### src/rtl/remem_cmd_issuer.sv
// rtl/remem_cmd_issuer.sv - sequences one request at a time into memristor controller instructions
//
// Ports:
//   clk, rst                 clock and synchronous active-high reset
//   req_valid / req_ready    request handshake; ready only while idle
//   req_op, req_addr_a/b/c   operation (001 GATE, 010 WRITE, 011 READ) and word addresses
//   req_gate, req_wb         gate function and GATE write-back enable
//   req_data                 WRITE data
//   instruction              16-bit command word to the controller (0x0000 = NOP)
//   in_data                  write data to the controller
//   in_buffer_data           current result register
//   STALL                    controller back-pressure, honoured only while issuing
//   mem_data                 registered array output, captured in CAPT
//   rsp_valid/data/err       one-cycle response strobe with result and reject flag
//   busy                     high whenever not idle
module remem_cmd_issuer (
    input  logic        clk,
    input  logic        rst,
    input  logic        req_valid,
    output logic        req_ready,
    input  logic [2:0]  req_op,
    input  logic [2:0]  req_addr_a,
    input  logic [2:0]  req_addr_b,
    input  logic [2:0]  req_addr_c,
    input  logic [1:0]  req_gate,
    input  logic        req_wb,
    input  logic [7:0]  req_data,
    output logic [15:0] instruction,
    output logic [7:0]  in_data,
    output logic [7:0]  in_buffer_data,
    input  logic        STALL,
    input  logic [7:0]  mem_data,
    output logic        rsp_valid,
    output logic [7:0]  rsp_data,
    output logic        rsp_err,
    output logic        busy
);

    localparam logic [2:0] S_IDLE    = 3'd0;
    localparam logic [2:0] S_ISSUE   = 3'd1;
    localparam logic [2:0] S_WAIT    = 3'd2;
    localparam logic [2:0] S_CAPT    = 3'd3;
    localparam logic [2:0] S_WB      = 3'd4;
    localparam logic [2:0] S_WB_WAIT = 3'd5;
    localparam logic [2:0] S_RESP    = 3'd6;

    localparam logic [2:0] OP_GATE  = 3'b001;
    localparam logic [2:0] OP_WRITE = 3'b010;
    localparam logic [2:0] OP_READ  = 3'b011;

    logic [2:0] state;
    logic [2:0] op_q;
    logic [2:0] a_q;
    logic [2:0] b_q;
    logic [2:0] c_q;
    logic [1:0] gate_q;
    logic       wb_q;
    logic [7:0] data_q;
    logic       err_q;
    logic [7:0] result;
    logic       illegal;

    // Decoded from the live request so the reject decision is made at the acceptance edge.
    always_comb begin
        illegal = 1'b0;
        if (req_op != OP_GATE && req_op != OP_WRITE && req_op != OP_READ) begin
            illegal = 1'b1;
        end else if (req_op == OP_GATE && req_gate == 2'b11) begin
            illegal = 1'b1;
        end
    end

    always_ff @(posedge clk) begin
        if (rst) begin
            state  <= S_IDLE;
            op_q   <= 3'd0;
            a_q    <= 3'd0;
            b_q    <= 3'd0;
            c_q    <= 3'd0;
            gate_q <= 2'd0;
            wb_q   <= 1'b0;
            data_q <= 8'd0;
            err_q  <= 1'b0;
            result <= 8'd0;
        end else begin
            case (state)
                S_IDLE: begin
                    if (req_valid) begin
                        op_q   <= req_op;
                        a_q    <= req_addr_a;
                        b_q    <= req_addr_b;
                        c_q    <= req_addr_c;
                        gate_q <= req_gate;
                        wb_q   <= req_wb;
                        data_q <= req_data;
                        err_q  <= illegal;
                        state  <= illegal ? S_RESP : S_ISSUE;
                    end
                end
                S_ISSUE:   if (!STALL) state <= S_WAIT;
                S_WAIT:    state <= (op_q == OP_WRITE) ? S_RESP : S_CAPT;
                S_CAPT: begin
                    result <= mem_data;
                    state  <= (op_q == OP_GATE && wb_q) ? S_WB : S_RESP;
                end
                S_WB:      if (!STALL) state <= S_WB_WAIT;
                S_WB_WAIT: state <= S_RESP;
                S_RESP:    state <= S_IDLE;
                default:   state <= S_IDLE;
            endcase
        end
    end

    // All outputs decode only registered state, so nothing on req_* or mem_data
    // reaches the controller or response side combinationally.
    always_comb begin
        instruction = 16'h0000;
        in_data     = 8'h00;
        if (state == S_ISSUE) begin
            case (op_q)
                OP_WRITE: begin
                    instruction = {OP_WRITE, a_q, 10'd0};
                    in_data     = data_q;
                end
                OP_READ:  instruction = {OP_READ, 3'd0, 3'd0, 2'b00, 2'b00, c_q};
                OP_GATE:  instruction = {OP_GATE, a_q, b_q, 2'b00, gate_q, c_q};
                default:  instruction = 16'h0000;
            endcase
        end else if (state == S_WB) begin
            // Write-back reuses the WRITE encoding with the destination in the A field.
            instruction = {OP_WRITE, c_q, 10'd0};
            in_data     = result;
        end
    end

    assign req_ready      = (state == S_IDLE);
    assign busy           = (state != S_IDLE);
    assign in_buffer_data = result;
    assign rsp_valid      = (state == S_RESP);
    assign rsp_err        = (state == S_RESP) && err_q;
    assign rsp_data       = ((state == S_RESP) && !err_q && op_q != OP_WRITE) ? result : 8'h00;

endmodule

### config.mk
export PLATFORM = sky130hd
export DESIGN_NAME = remem_cmd_issuer
export DESIGN_NICKNAME = d
export VERILOG_FILES = /design/src/rtl/remem_cmd_issuer.sv
export SDC_FILE = /design/constraint.sdc
export NUM_CORES = 1
export LEC_CHECK = 0
export CAP_MARGIN = 20
export CORE_MARGIN = 10
export CORE_UTILIZATION = 41
export DETAILED_ROUTE_END_ITERATION = 10
export GPL_TIMING_DRIVEN = 0
export PLACE_DENSITY = 0.79
export SLEW_MARGIN = 20
export SYNTH_ARGS = -nofsm -noshare
export SYNTH_HDL_FRONTEND = slang
export SYNTH_SLANG_ARGS = --single-unit
### constraint.sdc
create_clock -name clk -period 2.4 [get_ports clk]
set_clock_uncertainty 0.2 [all_clocks]
set_input_delay 0.48 -clock clk [delete_from_list [all_inputs] [get_ports clk]]
set_output_delay 0.48 -clock clk [all_outputs]
set_load 0.005 [all_outputs]
Yosys cells after proc, flatten, opt, wreduce, memory -nomap -nowiden
Cells that the tools add are included.
{"block": "word_totals", "ff_bits": 35, "latch_bits": 0, "mem_bits_rw": 0, "romBits": 0, "out_inout_bits": 44, "wordCells": 56, "mem_count": 0}
{"block": "classes", "add_sub_neg": 0, "mul": 0, "n_div": 0, "n_lt_le_gt_ge": 0, "eq_ne": 18, "shifts": 0, "muxes": 16, "bitwise_logic": 0, "n_reduce_logical": 12}
{"cell": "15-bit one-hot mux with 3 select lines", "count": 1}
{"cell": "8-bit 2-to-1 mux", "count": 4}
{"cell": "3-bit one-hot mux with 6 select lines", "count": 1}
{"cell": "16-bit 2-to-1 mux", "count": 1}
{"cell": "15-bit 2-to-1 mux", "count": 1}
{"cell": "3-bit 2-to-1 mux", "count": 5}
{"cell": "3-bit by 2-bit == test with 1-bit output (second input constant)", "count": 4}
{"cell": "3-bit by 1-bit == test with 1-bit output (second input constant)", "count": 3}
{"cell": "3-bit == test (second input constant)", "count": 3}
{"cell": "3-bit by 2-bit inequality test with 1-bit output (second input constant)", "count": 3}
{"cell": "1-bit logical AND", "count": 7}
{"cell": "2-bit inequality test (second input constant)", "count": 3}
{"cell": "3-bit zero test", "count": 1}
{"cell": "3-bit by 1-bit inequality test with 1-bit output (second input constant)", "count": 1}
{"cell": "3-bit AND reduction", "count": 1}
{"cell": "3-bit nonzero test", "count": 1}
{"cell": "2-bit == test (second input constant)", "count": 1}
{"cell": "1-bit 2-to-1 mux", "count": 2}
{"cell": "2-bit 2-to-1 mux", "count": 1}
{"cell": "2-bit AND reduction", "count": 1}
{"cell": "1-bit zero test", "count": 1}

Depth between registers and ports, before layout
Gate-level depths: netlist of the first run.
{"block": "depth", "depth_word": 7, "depth_mapped": 6, "mapped_depth_nobuf": 3}

Worst setup path before layout of the first run
No wires, ideal clock.
{"block": "synth_path", "path_kind": "register to output", "from": "register state[1]", "to": "output instruction[10]", "arrival_time_ps": 1309, "t_required_ps": 1720, "setup_slack_ps": 411, "path_stages_with_launch": 5, "n_path_buf": 1, "path_cell_list": "dfxtp_1 > buf_2 > or4b_4 > a21oi_2 > a22o_1"}
{"block": "synth_between", "elab_chain_cells": 3, "word_cells_on_any_way": 4, "cone_classes": "eq/ne: 2; mux: 2"}
{"item": "start, declared", "line": "51", "text": "logic [2:0] state;"}
{"item": "start signal, assigned", "line": "97", "text": "state <= illegal ? S_RESP : S_ISSUE;"}
{"item": "start signal, assigned", "line": "101", "text": "S_WAIT: state <= (op_q == OP_WRITE) ? S_RESP : S_CAPT;"}
{"item": "start signal, assigned", "line": "104", "text": "state <= (op_q == OP_GATE && wb_q) ? S_WB : S_RESP;"}
{"item": "3-bit == test", "line": "129", "text": "end else if (state == S_WB) begin"}
{"item": "15-bit 2-to-1 mux", "line": "129"}
{"item": "16-bit 2-to-1 mux (*)", "line": "119", "text": "if (state == S_ISSUE) begin"}
{"item": "end, declared", "line": "28", "text": "output logic [15:0] instruction,"}
Mark *: on every way between the ends. The rest lies on a longest branch, timed or not.

Worst setup path in the final report of the first run
{"block": "layout_path", "from": "register op_q[2]", "to": "output in_data[1]"}
{"block": "layout_between", "elab_chain_cells": 3}
{"item": "start, declared", "line": "52", "text": "logic [2:0] op_q;"}
{"item": "start signal, assigned", "line": "89", "text": "op_q <= req_op;"}
{"item": "3-bit by 2-bit == test with 1-bit output", "line": "120", "text": "case (op_q)"}
{"item": "8-bit 2-to-1 mux", "line": "120"}
{"item": "8-bit 2-to-1 mux", "line": "119"}
{"item": "end, declared", "line": "29", "text": "output logic [7:0] in_data,"}
Every way passes these cells.

==> results of run 1 <==
-- layer usage --
metal	wire, um	global-route usage	part of all wire
met1	2491	0.1691	0.42
met2	2813	0.2534	0.48
met3	506	0.06310	0.086
met4	63	0.04940	0.011
met5	0	0	0
-- timing repair --
item                                    CTS  global route
pin swaps                                14            12
endpoints found under the setup margin   31            31
resized for setup                       107            20
setup buffers                            17             6
-- stage by stage --
stage                     setup WS [ps]  hold WS, ps  total power [mW]
after floorplan                   411.0        231.7             1.402
after global placement           -584.1        238.0             1.728
after detailed placement         -586.4        245.0             1.751
after CTS                        -91.97        254.7             2.528
after global routing             -167.3        269.9             2.722
final                            -102.6        255.7             2.572
-- logic make-up (layout without fill, tap and decap cells) --
group / count (synthesis) / in the layout / share of synthesized area
buf+inv: 22 / 125 / 0.06903
simple gates: 105 / 105 / 0.3146
mux: 8 / 8 / 0.04555
other cells: 1 / 3 / 0.002133
flops: 35 / 35 / 0.3986
compound gates: 45 / 45 / 0.1701
-- cell type report --
type,instances,area [um^2],share of cell area
clock inverters,2,60.06,0.02023
repair buffers,96,918.4,0.3093
clock buffers,6,72.57,0.02444
plain buffers,17,110.1,0.03708
inverters,4,15.01,0.005057
well taps,50,62.56,0.02107
flip-flops and latches,35,714.4,0.2406
multi-input cells,161,1016,0.3422
-- final timing paths --
kind / from / slack (ps) / end / cells past startpoint
worst max-delay path: op_q[2] / -100 / in_data[1] / 6
worst min-delay path: a_q[2] / 260 / a_q[2] / 2
worst max register to register: state[2] / 620 / op_q[1] / 6
worst min register to register: a_q[2] / 260 / a_q[2] / 2
-- worst max-delay path: cells and delay by family, from the launching register on --
kind | cells | cell delay (ps)
AND/OR/NAND/NOR | 2 | 740
flip-flops | 1 | 340
AO/OA/AOI/OAI | 1 | 120
buffers and inverters | 3 | 330
-- placed cells by master, fill, tap and decap left out, types with 5 or more instances in the layout --
| cell type | Yosys | final |
|---|---|---|
| nand2_1 | 49 | 49 |
| clkdlybuf4s50_1 | 0 | 45 |
| dfxtp_1 | 35 | 30 |
| a21oi_1 | 25 | 25 |
| buf_4 | 4 | 17 |
| buf_6 | 2 | 17 |
| nor2_1 | 13 | 13 |
| buf_2 | 7 | 13 |
| a22o_1 | 11 | 11 |
| and2_1 | 15 | 10 |
| mux2i_1 | 8 | 8 |
| clkdlybuf4s15_1 | 0 | 6 |
| and2_4 | 0 | 5 |
| clkbuf_8 | 0 | 5 |
-- registers in the layout (all words and copies together) (netlist names) --
register        cells
a_q                 3
b_q                 3
c_q                 3
data_q              8
err_q               1
gate_q              2
in_buffer_data      8
op_q                3
state               3
wb_q                1
-- power breakdown --
| group | internal, mW | total (mW) | switching (mW) |
|---|---|---|---|
| Sequential | 0.723 | 0.843 | 0.120 |
| Clock | 0.415 | 0.628 | 0.212 |
| Combinational | 0.543 | 1.10 | 0.558 |
| Total | 1.68 | 2.57 | 0.891 |
==> impl_metrics.toml, run 1 <==
[placed_design]
place.gp.congestion = 0.9119
post-dp-hpwl_mm = 4.195
placed_area_um2 = 2569
place_inst = 342
portBuffers = 74

[grt]
grt_max_degree = 12
grt_pass1_wl_mm = 9.066
antenna_found_initial = 0
grt_remaining_overflow = 0
grt.total_usage = 0.1513
grt_pass1_vias = 1836

[die]
dieArea_um2 = 7307
die_w_um = 85.48
start_util = 0.4302
io_pins = 79
coreArea_um2 = 4086
rows = 23
fp.dieH_um = 85.48

[detailed_routing]
wirelength_mm = 5.875
drt-initial-drc-count = 90
wire_per_inst_um = 15.84
vias = 1882
drt_first_pass_iters = 6
drc = 0
final_antenna_net_count = 0
vias_per_cell = 5.073

[status]
failed_checks = "setup timing"
status = "finished with violations"

[timing]
finalSetupViolations = 19
relSlewSlack = 0.6516
finalMaxSlewViolations = 0
period_share = 1.043
timing.final.ws_setup_ps = -102.6
period_minus_slack_ps = 2503
worst_slew_pin_slew_ps = 522.6
finalHoldViolations = 0
rsz0062_at_grt = "yes"
final.setup.tns_ps = -1299
fmax_ghz = 0.3996

[critical_path]
crit_arrival_ps = 1820
cp.required_ps = 1720
critPathMaxFanout = 4
cpMostUsedCell = "buf_6"
end_kind = "output port"
cp_cell_sequence = "or4b_4 > nor2_8 > buf_6 > buf_6 > a22o_1 > buf_2"
slowest_delay_ps = 610
start_kind = "flip-flop"
path_class = "reg2out"
critPathSlowestCell = "or4b_4"

[logic_synthesis]
synth_top_area_share = 0.3986
synth_area_leader_cell = "dfxtp_1"
synth_edf_count = 0
synthArstFlopShare = 0
synthTopCellsByArea = "dfxtp_1 (40%), nand2_1 (10%), a21oi_1 (7.1%)"
ys_ff_latch = 35
yosysWarnings = 0
syn_area_per_cell_um2 = 8.139
synthesis.area_um2 = 1758
seq_area_frac_synth = 0.3986
synth.distinct_cells = 34
synth.most_common_cell = "nand2_1"
synthFlopType = "dfxtp_1"
netlist_top_cells_count = "nand2_1 (49), dfxtp_1 (35), a21oi_1 (25), and2_1 (15), nor2_1 (13)"
syn_inst = 216

[pwr]
power_density_nw_per_um2 = 866.3
ir_drop_v = 0.0006202
leakage_nw = 1.358

[hold_path]
hp-class = "reg2reg"

[finish]
final_cell_area_um2 = 2969
drive_gt1_frac = 0.2648
utilization = 0.7266
nNetsFinal = 355
antennaDiodeCount = 0
area_growth_pct = 68.90
fillCellCount = 320
fin_cells = 371

[clock_network]
cts_made_buffers = 5
cts.sinks = 35
cts.root.buffer_cell = "clkbuf_8"
cts.clk_slew.worst_paths_ps = 70
clk_latency_ps = 290
cts_buffer_depth = 2
ctsHoldBuffers = 0
tritoncts = "yes"
cts.htree.levels = 2

[flow_run]
drv_cap = 0
No activity file was read; power rests on OpenSTA's default activity.
==> run 2: changes to the inputs <==
--- a/constraint.sdc
+++ b/constraint.sdc
@@ -4,2 +4,2 @@
 set_output_delay 0.48 -clock clk [all_outputs]
-set_load 0.005 [all_outputs]
+set_load 0.02 [all_outputs]
==> run 2 against run 1 <==
Compared with the run above: the run still ends with setup timing left; die area unchanged; fmax increased by 3.3%; power decreased by 3.8%; critical path depth decreased by 2; utilization decreased by 5.5 points; critical endpoint is now instruction[3].
==> impl_metrics.toml, run 2 (same netlist as run 1, synthesis figures left out) <==
[timing]
period_minus_slack_ps = 2423
fmax_ghz = 0.4128
rsz0062_at_grt = "yes"
period_share = 1.009
finalHoldViolations = 0
timing.final.ws_setup_ps = -22.73
finalSetupViolations = 14
finalMaxSlewViolations = 0

[clock_network]
ctsHoldBuffers = 0
cts_made_buffers = 5
cts.root.buffer_cell = "clkbuf_8"
cts.clk_slew.worst_paths_ps = 70
clk_latency_ps = 290
cts_buffer_depth = 2
cts.sinks = 35
tritoncts = "yes"
cts.htree.levels = 2

[finish]
final_cell_area_um2 = 2743
multi_input_area_um2 = 993.5
drive_gt1_frac = 0.2126
fin_cells = 351
regArea_um2 = 709.4
nNetsFinal = 335
final_cell_mix = "nand2_1 (49), clkdlybuf4s50_1 (41), dfxtp_1 (32)"
area_growth_pct = 56.01
antennaDiodeCount = 0
fillCellCount = 369
utilization = 0.6712
layout.cells.most_common = "nand2_1"

[detailed_routing]
wirelength_mm = 5.332
vias = 1760
wire_per_inst_um = 15.19
drt-initial-drc-count = 98
drt_first_pass_iters = 4
drc = 0
vias_per_cell = 5.014
final_antenna_net_count = 0

[hold_path]
hold_start = "b_q[1]"
hp-class = "reg2reg"

[critical_path]
crit_arrival_ps = 1740
cp.required_ps = 1720
critical_path.top_delay_family = "simple AND/OR/NAND/NOR gates"
end_kind = "output port"
cp_cell_sequence = "or4b_4 > nor2_4 > and2_1 > buf_6"
critPathMaxFanout = 6
path_buf_inv = 1
path_class = "reg2out"
start_kind = "flip-flop"
slowest_delay_ps = 610
critPathSlowestCell = "or4b_4"
r2r_start = "state[1]"
startpoint = "state[2]"

[grt]
grt_pass1_wl_mm = 8.493
antenna_found_initial = 0
grt_pass1_vias = 1714
grt_max_degree = 12
grt_remaining_overflow = 0
grt.total_usage = 0.1422

[placed_design]
place_inst = 342
portBuffers = 74
placed_area_um2 = 2569
post-dp-hpwl_mm = 4.195
place.gp.congestion = 0.9119

[pwr]
power_density_nw_per_um2 = 902.5
ir_drop_v = 0.0005872
leakage_nw = 1.208
switching_share = 0.3657
switchingPower_uw = 905.3
combPwrFrac = 0.407
seqPwrFrac = 0.341
intPower_mw = 1.570
clockPowerShare = 0.252

[flow_run]
drv_cap = 0

[die]
coreArea_um2 = 4086
dieArea_um2 = 7307
io_pins = 79
rows = 23
die_w_um = 85.48
start_util = 0.4302
fp.dieH_um = 85.48

[status]
failed_checks = "setup timing"
status = "finished with violations"
==> run 2: final timing paths <==
| kind | slack [ps] | endpoint | cells after the start |
|---|---|---|---|
| worst max-delay path | -20 | instruction[3] | 4 |
| worst min-delay path | 250 | b_q[1] | 2 |
| worst max register to register | 750 | data_q[1] | 5 |
| worst min register to register | 250 | b_q[1] | 2 |
==> run 2: worst register-to-register path, delay by kind of cell, from the launching register on <==
family | cells | cell delay, ps
AO/OA/AOI/OAI | 1 | 60
buffers and inverters | 2 | 320
flip-flops | 1 | 380
AND/OR/NAND/NOR | 2 | 570
==> run 2: layout make-up <==
type | instances | area share
well taps | 50 | 0.02281
multi-input cells | 161 | 0.3622
plain buffers | 17 | 0.03741
flip-flops and latches | 35 | 0.2587
repair buffers | 76 | 0.2651
inverters | 4 | 0.005474
clock buffers | 6 | 0.02646
clock inverters | 2 | 0.02190
==> run 2: repair_timing <==
item | 4_1_cts | 5_1_grt
pin swaps | 12 | 4
gates cloned | 0 | 0
endpoints found under the hold margin | 0 | 0
buffers inserted | 2 | 0
setup endpoints to repair | 33 | 26
resized for setup | 138 | 15
==> run 2: per-layer routing <==
layer / global-route usage / routed length (um) / vias to the layer above
li1: - / - / 896
met5: 0 / 0 / -
met3: 0.06883 / 506 / 7
met4: 0.04940 / 63 / 0
met1: 0.1585 / 2311 / 800
met2: 0.2302 / 2450 / 57
==> run 2: power by group through the flow <==
stage               registers [mW]  clock network (mW)  logic, mW
global route                 0.863               0.656       1.11
detailed placement           0.820                   0       1.01
global placement             0.812                   0      0.990
floorplan                    0.803                   0      0.673
CTS                          0.843               0.634       1.01
finish                       0.844               0.624       1.01
==> run 2: stage by stage <==
stage	setup WS, ps	power [mW]	TNS, ps	hold WS (ps)
3_5_place_dp	-688.9	1.825	-10930	245.0
5_1_grt	-77.01	2.631	-901.2	264.0
2_1_floorplan	310.1	1.476	0	231.7
3_3_place_gp	-686.2	1.802	-10720	238.0
4_1_cts	-24.18	2.491	-165.1	255.2
6_report	-22.73	2.475	-127.9	253.2
==> RTL change, RTL diff (config.mk and constraints of run 2) <==
Register the output `rsp_err`, cleared by the reset; this adds one clock of latency there. The other outputs are not delayed to match.
--- a/src/rtl/remem_cmd_issuer.sv
+++ b/src/rtl/remem_cmd_issuer.sv
@@ -137,7 +137,13 @@
     assign busy           = (state != S_IDLE);
     assign in_buffer_data = result;
     assign rsp_valid      = (state == S_RESP);
-    assign rsp_err        = (state == S_RESP) && err_q;
+    always_ff @(posedge clk) begin
+        if (rst) begin
+            rsp_err <= '0;
+        end else begin
+            rsp_err <= (state == S_RESP) && err_q;
+        end
+    end
     assign rsp_data       = ((state == S_RESP) && !err_q && op_q != OP_WRITE) ? result : 8'h00;
 
 endmodule
Behaviour: not the same (Yosys sat finds a counterexample within 4 cycles, from zero or initial values and one cycle with rst high).
==> RTL change against run 2 <==
Area after synthesis increased by 1.4%; combinational power up 12%; final area up 2.9%; critical path depth increased by 1; sequential cell count is 1 higher; largest power group unchanged; non-clock buffer count up 8; total power decreased by 3.3%; routed wire length is 6.4% higher; the run still ends with negative setup slack left; setup slack got worse by 0.050 ns.
==> RTL change: results (changes against run 2) <==
* Outcome: finished with violations (unchanged)
* Violated checks: negative setup slack (unchanged)
* Reported leakage power at 0.00125 µW (was 0.00121 µW)
* Least setup slack across all paths after layout at -0.0731 ns (was -0.0227 ns)
* Share of power burned in combinational logic at 47.2% (was 40.7%)
* Top post-synthesis cells by count: sky130_fd_sc_hd__nand2_1, sky130_fd_sc_hd__dfxtp_1, sky130_fd_sc_hd__a21oi_1 (unchanged)
* IR drop worst, VDD at 0.000374 V (was 0.000587 V)
* Global placement routability congestion at 0.831 (was 0.912)
* Fraction of final layout cells with drive strength greater than 1 at 24.4% (was 21.3%)
* Worst endpoint data arrival time at 1.79 ns (was 1.74 ns)
* Number of instances in the synthesized netlist at 218 (was 216)
* Global-route usage over all layers at 15.2% (was 14.2%)
* Dpl cell area at 2590 µm² (was 2570 µm²)
* Number of violations reported at the end of detailed-routing iteration 0 at 74 (was 98)
* Max stage delay on crit path at 0.59 ns (was 0.61 ns)
* Placed Cells at 344 (was 342)
* First-pass GRT wire length at 9320 µm (was 8490 µm)
* Post-Place Setup Slack at -0.483 ns (was -0.689 ns)
* Final instance count without filler cells at 361 (was 351)
* Number of setup violations in the final report at 15 (was 14)
* Tot Pwr at 2390 µW (was 2480 µW)
* Final net count at 345 (was 335)
* Fill cell count at 355 (was 369)
* Maximum fanout encountered on the critical timing path at 3 (was 6)
* Routed len/inst at 15.7 µm (was 15.2 µm)
* Number of global-route vias before repair at 1,811 (was 1,714)
* Final-layout setup total negative slack at -0.554 ns (was -0.128 ns)
* Portion of the post-synthesis area used by sequential elements at 40.4% (was 39.9%)
## RTL change: final timing paths
| kind | to | slack (ns) | depth (start not counted) | from |
|---|---|---|---|---|
| hold / removal | b_q[1]$_SDFFE_PP0P_ | 0.25 | 2 | b_q[1]$_SDFFE_PP0P_ |
| setup / recovery | instruction[11] | -0.07 | 5 | state[1]$_SDFFE_PP0P_ |
| setup reg to reg | data_q[0]$_SDFFE_PP0P_ | 0.60 | 6 | state[2]$_SDFFE_PP0P_ |
| hold reg to reg | b_q[1]$_SDFFE_PP0P_ | 0.25 | 2 | b_q[1]$_SDFFE_PP0P_ |
## RTL change: layout make-up
class | count | area, µm² | area share (%)
tap | 50 | 62.6 | 2.22
timing repair buffer | 84 | 818 | 29.0
clock inverter | 2 | 10.0 | 0.355
multi-input combinational | 161 | 985 | 34.9
sequential | 36 | 733 | 26.0
buffer | 17 | 111 | 3.95
inverter | 5 | 18.8 | 0.665
clock buffer | 6 | 82.6 | 2.93
## RTL change: repair_timing
action                     CTS  global route
buffers inserted             8             2
setup endpoints to repair   32            28
gates resized for setup    139            30
hold endpoints to repair     0             0
pin swaps                    6             5
## RTL change: routing by layer
metal | routed length (µm) | global-route usage, %
met5 | 0 | 0
met2 | 2730 | 25.2
met3 | 528 | 5.30
met4 | 24 | 3.29
met1 | 2390 | 18.5
## RTL change: logic make-up after synthesis
group           after synthesis  synth area share [%]
simple gates                105                  30.9
flops                        36                  40.4
compound gates               45                  16.8
other cells                   1                 0.210
mux                           8                  4.49
buf+inv                      23                  7.16
## RTL change: tightest hold or removal path, cell delays in order, from the launching register on
cell,delay (ns)
sky130_fd_sc_hd__dfxtp_1,0.31
sky130_fd_sc_hd__nand2_1,0.05
sky130_fd_sc_hd__a21oi_1,0.05
